**src/rtl/hazard_ctrl_pkg.sv**
```systemverilog
// Shared types and constants for the pipeline hazard/sequencing controller.
package hazard_ctrl_pkg;

    typedef enum logic [1:0] {
        RST_FLUSH = 2'd0,
        RUN       = 2'd1,
        MUL_BUSY  = 2'd2
    } state_e;

    localparam int MUL_LAT_DEF = 4;
    localparam int REG_AW      = 5;
    localparam int MUL_CNT_W   = 4;

    localparam logic [REG_AW-1:0] ZERO_REG = 5'd0;

    // A source operand conflicts only when the instruction actually reads it.
    function automatic logic addr_match(
        input logic              use_s,
        input logic [REG_AW-1:0] src_addr,
        input logic [REG_AW-1:0] dst_addr
    );
        return use_s && (src_addr == dst_addr);
    endfunction

endpackage

```
**src/rtl/hazard_ctrl_load_use_detect.sv**
```systemverilog
// Load-use comparator: the instruction in ID needs a register that the load
// in EX has not produced yet. Writes to the zero register never conflict.
module load_use_detect
    import hazard_ctrl_pkg::*;
(
    input  logic              ex_memread,
    input  logic [REG_AW-1:0] ex_rtaddr,
    input  logic [REG_AW-1:0] id_rsaddr,
    input  logic [REG_AW-1:0] id_rtaddr,
    input  logic              id_rs_use,
    input  logic              id_rt_use,
    output logic              hazard
);

    // Compare both ID source fields against the load destination.
    always_comb begin
        hazard = 1'b0;
        if (ex_memread && (ex_rtaddr != ZERO_REG)) begin
            hazard = addr_match(id_rs_use, id_rsaddr, ex_rtaddr) ||
                     addr_match(id_rt_use, id_rtaddr, ex_rtaddr);
        end else begin
            hazard = 1'b0;
        end
    end

endmodule

```
**src/rtl/hazard_ctrl.sv**
```systemverilog
// Pipeline hazard controller: load-use stalls, branch/jump flushes and a
// stall-cycle counter. Multi-cycle multiply occupancy is built only when
// HAZARD_CTRL_MUL_EN is defined.
module hazard_ctrl
    import hazard_ctrl_pkg::*;
#(
    parameter int MUL_LAT = MUL_LAT_DEF,
    parameter int CNT_W   = 16
) (
    input  logic              clk_i,
    input  logic              rst_n_i,
    input  logic [REG_AW-1:0] id_rsaddr_i,
    input  logic [REG_AW-1:0] id_rtaddr_i,
    input  logic              id_rs_use_i,
    input  logic              id_rt_use_i,
    input  logic              ex_memread_i,
    input  logic [REG_AW-1:0] ex_rtaddr_i,
    input  logic              id_branch_taken_i,
    input  logic              id_jump_i,
    input  logic              id_mul_i,
    output logic              pc_write_o,
    output logic              if_id_write_o,
    output logic              if_id_flush_o,
    output logic              id_ex_bubble_o,
    output logic              mul_start_o,
    output logic              mul_busy_o,
    output logic [CNT_W-1:0]  stall_cnt_o
);

    localparam logic [CNT_W-1:0] CNT_MAX = {CNT_W{1'b1}};
    localparam logic [CNT_W-1:0] CNT_ONE = {{(CNT_W-1){1'b0}}, 1'b1};

    state_e           state_r;
    logic             hazard_s;
    logic [CNT_W-1:0] stall_cnt_r;

    load_use_detect u_load_use_detect (
        .ex_memread (ex_memread_i),
        .ex_rtaddr  (ex_rtaddr_i),
        .id_rsaddr  (id_rsaddr_i),
        .id_rtaddr  (id_rtaddr_i),
        .id_rs_use  (id_rs_use_i),
        .id_rt_use  (id_rt_use_i),
        .hazard     (hazard_s)
    );

`ifdef HAZARD_CTRL_MUL_EN
    localparam logic [MUL_CNT_W-1:0] MUL_LOAD = MUL_CNT_W'(MUL_LAT - 1);
    localparam logic [MUL_CNT_W-1:0] MUL_ONE  = {{(MUL_CNT_W-1){1'b0}}, 1'b1};

    logic [MUL_CNT_W-1:0] mul_cnt_r;

    // Sequencing FSM; the launch cycle counts as the first of MUL_LAT stalls.
    always_ff @(posedge clk_i or negedge rst_n_i) begin
        if (!rst_n_i) begin
            state_r   <= RST_FLUSH;
            mul_cnt_r <= {MUL_CNT_W{1'b0}};
        end else begin
            case (state_r)
                RST_FLUSH: begin
                    state_r <= RUN;
                end
                RUN: begin
                    if (!hazard_s && id_mul_i) begin
                        state_r   <= MUL_BUSY;
                        mul_cnt_r <= MUL_LOAD;
                    end else begin
                        state_r <= RUN;
                    end
                end
                MUL_BUSY: begin
                    if (mul_cnt_r != {MUL_CNT_W{1'b0}}) begin
                        mul_cnt_r <= mul_cnt_r - MUL_ONE;
                    end else begin
                        state_r <= RUN;
                    end
                end
                default: begin
                    state_r   <= RST_FLUSH;
                    mul_cnt_r <= {MUL_CNT_W{1'b0}};
                end
            endcase
        end
    end
`else
    logic unused_mul_s;
    localparam int UNUSED_MUL_LAT = MUL_LAT;
    assign unused_mul_s = id_mul_i;

    // Sequencing FSM without multiply support.
    always_ff @(posedge clk_i or negedge rst_n_i) begin
        if (!rst_n_i) begin
            state_r <= RST_FLUSH;
        end else begin
            case (state_r)
                RST_FLUSH: state_r <= RUN;
                RUN:       state_r <= RUN;
                default:   state_r <= RST_FLUSH;
            endcase
        end
    end
`endif

    // Pipeline control decode; a hazard outranks everything so a branch waits.
    always_comb begin
        pc_write_o     = 1'b0;
        if_id_write_o  = 1'b0;
        if_id_flush_o  = 1'b0;
        id_ex_bubble_o = 1'b0;
        mul_start_o    = 1'b0;
        mul_busy_o     = 1'b0;
        case (state_r)
            RST_FLUSH: begin
                if_id_flush_o  = 1'b1;
                id_ex_bubble_o = 1'b1;
            end
            RUN: begin
                if (hazard_s) begin
                    id_ex_bubble_o = 1'b1;
`ifdef HAZARD_CTRL_MUL_EN
                end else if (id_mul_i) begin
                    id_ex_bubble_o = 1'b1;
                    mul_start_o    = 1'b1;
`endif
                end else if (id_branch_taken_i || id_jump_i) begin
                    pc_write_o    = 1'b1;
                    if_id_write_o = 1'b1;
                    if_id_flush_o = 1'b1;
                end else begin
                    pc_write_o    = 1'b1;
                    if_id_write_o = 1'b1;
                end
            end
`ifdef HAZARD_CTRL_MUL_EN
            MUL_BUSY: begin
                mul_busy_o = 1'b1;
                if (mul_cnt_r != {MUL_CNT_W{1'b0}}) begin
                    id_ex_bubble_o = 1'b1;
                end else begin
                    pc_write_o    = 1'b1;
                    if_id_write_o = 1'b1;
                end
            end
`endif
            default: begin
                if_id_flush_o  = 1'b1;
                id_ex_bubble_o = 1'b1;
            end
        endcase
    end

    // Saturating count of cycles in which the PC was held outside reset.
    always_ff @(posedge clk_i or negedge rst_n_i) begin
        if (!rst_n_i) begin
            stall_cnt_r <= {CNT_W{1'b0}};
        end else if ((state_r != RST_FLUSH) && !pc_write_o && (stall_cnt_r != CNT_MAX)) begin
            stall_cnt_r <= stall_cnt_r + CNT_ONE;
        end else begin
            stall_cnt_r <= stall_cnt_r;
        end
    end

    assign stall_cnt_o = stall_cnt_r;

endmodule

```
**config.mk**
```make
export PLATFORM = sky130hd
export DESIGN_NAME = hazard_ctrl
export DESIGN_NICKNAME = d
export VERILOG_FILES = /design/src/rtl/hazard_ctrl_pkg.sv /design/src/rtl/hazard_ctrl_load_use_detect.sv /design/src/rtl/hazard_ctrl.sv
export SDC_FILE = /design/constraint.sdc
export NUM_CORES = 1
export LEC_CHECK = 0
export CAP_MARGIN = 20
export CORE_ASPECT_RATIO = 1.1
export CORE_UTILIZATION = 41
export DETAILED_ROUTE_END_ITERATION = 12
export PLACE_DENSITY_LB_ADDON = 0.08
export SLEW_MARGIN = 5
export SYNTH_ARGS = -nofsm -noshare
export SYNTH_HDL_FRONTEND = slang
export SYNTH_HIERARCHICAL = 1
export SYNTH_SLANG_ARGS = --single-unit
```
**constraint.sdc**
```tcl
create_clock -name clk_i -period 2.18 [get_ports clk_i]
set_input_delay 0.545 -clock clk_i [delete_from_list [all_inputs] [get_ports clk_i]]
set_output_delay 0.545 -clock clk_i [all_outputs]
set_load 0.05 [all_outputs]
```
==> qor.csv <==
metric;value;unit
final_cell_area;1750;um^2
rows;18;
core_area;2275;um^2
portBuffers;41;
final_nets;175;
die_x;48.88;um
routedWlPerCell;14.16;um
drc_errors;0;
p_comb_share;30.0;%
busiest_layer;met2;
clkLatencyLatePin;290;ps
grt_start_max_net_pins;18;
setup_ws;-252.7;ps
gr-usage-met3;3.672;%
cts_buffers;3;
track_usage;19.96;%
powerDensity;421.7;nW/um^2
grt-ovfl-total;0;
rsz0062_at_grt;yes;
min_path_type;reg -> reg;
r2r_slack;130;ps
skew;5.875;ps
min_period;2433;ps
drt-vias-per-instance;5.089;
cp_num_buf_inv;4;
grtUsageMet1;25.66;%
cp-start-kind;input pin;
cts_max_path_buffers;2;
ir_drop;0.3898;mV
dr.pass1.iters;3;
antenna_found_initial;0;
dpl.hpwl;1860;um
place_area;1582;um^2
netlist_instances;95;
synth_top_area_share;42.93;%
drive_gt1_share;36.67;%
initial_core_util;43.56;%
ys.flop_type;dfrtp_1;
hold_ws;516.2;ps
final_common_cell;clkdlybuf4s50_1;
max_freq;411.1;MHz
p_leak;0.8813;nW
p_sw_share;32.28;%
synth.avg_cell_area;10.43;um^2
cts_tree;yes;
power_frac_seq;46.7;%
syn_area;991.0;um^2
violations;negative setup slack;
diodes;0;
yosys.area.top_type;dfrtp_1;
drv_slew;0;
grt.met2_usage;34.49;%
path_clk_slew;100;ps
fin_crit_sh;111.6;%
crit_top_cell;buf_12;
cts_hold_buf;0;
path_cells;buf_6, or4_4, o21ai_2, a21oi_2, buf_4, nor2b_4, buf_12, buf_12;
yosys-top-cells-area;dfrtp_1, xor2_1, xnor2_1;
antenna_left;0;
hold_viol_final;0;
gp_congestion;0.7521;
die_area;2618;um^2
async_flop_share;100.0;%
switching_power;238.3;uW
synth_edf_count;0;
path_delay_family;simple AND/OR/NAND/NOR gates;
status;finished, violations left;
tightest_slew;545.2;ps
yosys.cell_types.count;29;
slowest_stage;or4_4;
drt_iter0_markers;12;
die_h;53.56;um
yosys_warnings;6;
nFillCells;148;
cp-end-kind;output pin;
max-cap-violations;0;
clkPwrFrac;23.3;%
cpPeakStageDelay;530;ps
required;1630;ps
max_slew_margin;63.38;%
path_class;in -> out;
grt_first_pass_wirelength;3967;um
p_int;499.8;uW
first_global_vias;893;
cts.sinks;17;
ys_ff_latch;17;
yosysSeqAreaShare;42.93;%
layout_common_cells;clkdlybuf4s50_1, dfrtp_1, xor2_1;
synthToLayoutAreaGrowth;76.64;%
setup_viol;8;
htreeDepth;1;
cts_root_buf;clkbuf_4;
arrival;1890;ps
dr_total_vias;916;
timing.setup.tns;-1406;ps
cp_max_fo;3;
routed_wl;2548;um
pin_count;45;
[state kept, by name, summed over array words and instances (netlist names)]
signal / cells
stall_cnt_o: 16
state_r: 1
[synthesized netlist by cell type, types with 2 or more instances]
cell type,n
nor2_1,2
nor3b_1,2
buf_4,3
nor4_2,2
xnor2_1,7
nor2b_1,2
conb_1,2
dfrtp_1,17
nand2_1,6
xor2_1,18
nor3_1,6
nand4_1,4
nand3_1,7
nor4_1,2
[per-layer routing]
| metal | part of all wire [%] | vias to the layer above |
|---|---|---|
| li1 | - | 435 |
| met4 | 1.5 | 0 |
| met1 | 43 | 450 |
| met2 | 51 | 27 |
| met3 | 4.1 | 4 |
| met5 | 0 | - |
[through the flow]
stage	power, mW	worst slack [ps]	std cells	util (%)
after floorplan	0.4573	-269.2	96	-
after global placement	0.5630	-642.1	173	69.53
after detailed placement	0.5654	-727.1	173	69.53
after CTS	0.7404	-283.4	179	72.28
after global routing	0.7728	-296.3	180	76.95
final	0.7381	-252.7	180	76.95
[final timing paths]
kind | startpoint | to | cells after the start
max | ex_rtaddr_i[2] | if_id_write_o | 8
min | stall_cnt_o[7] | stall_cnt_o[7] | 1
max reg2reg | stall_cnt_o[0] | stall_cnt_o[0] | 6
min reg2reg | stall_cnt_o[7] | stall_cnt_o[7] | 1
max in group asynchronous | rst_n_i | stall_cnt_o[7] | 2
min in group asynchronous | rst_n_i | stall_cnt_o[8] | 2
[power by group through the flow]
stage	Clock, mW	Sequential, mW	Combinational [mW]
3_5_place_dp	0	0.351	0.214
2_1_floorplan	0	0.393	0.0645
5_1_grt	0.190	0.347	0.235
6_report	0.172	0.345	0.221
3_3_place_gp	0	0.351	0.212
4_1_cts	0.177	0.345	0.218
[kinds of logic after synthesis]
| family | after synthesis | share of synthesized area, % |
|---|---|---|
| flops | 17 | 42.93 |
| compound gates | 3 | 1.514 |
| buf+inv | 4 | 2.651 |
| simple gates | 42 | 27.65 |
| other cells | 2 | 0.7579 |
| fa+ha+maj | 1 | 1.262 |
| mux | 1 | 1.136 |
| xor+xnor | 25 | 22.10 |
[repair_timing]
action                     4_1_cts  5_1_grt
setup endpoints to repair       20       20
pin swaps                       12        7
buffers inserted                 2        1
gates resized for setup         52       24
[layout make-up]
class                   instances  area, um^2  share of cell area [%]
clock buffers                   4       26.28                   1.501
inverters                       1       3.754                  0.2144
flip-flops and latches         17       425.4                   24.30
multi-input cells              75       695.7                   39.74
well taps                      30       37.54                   2.144
repair buffers                 53       561.8                   32.09
Note: power is estimated with default switching activity, not from simulation.
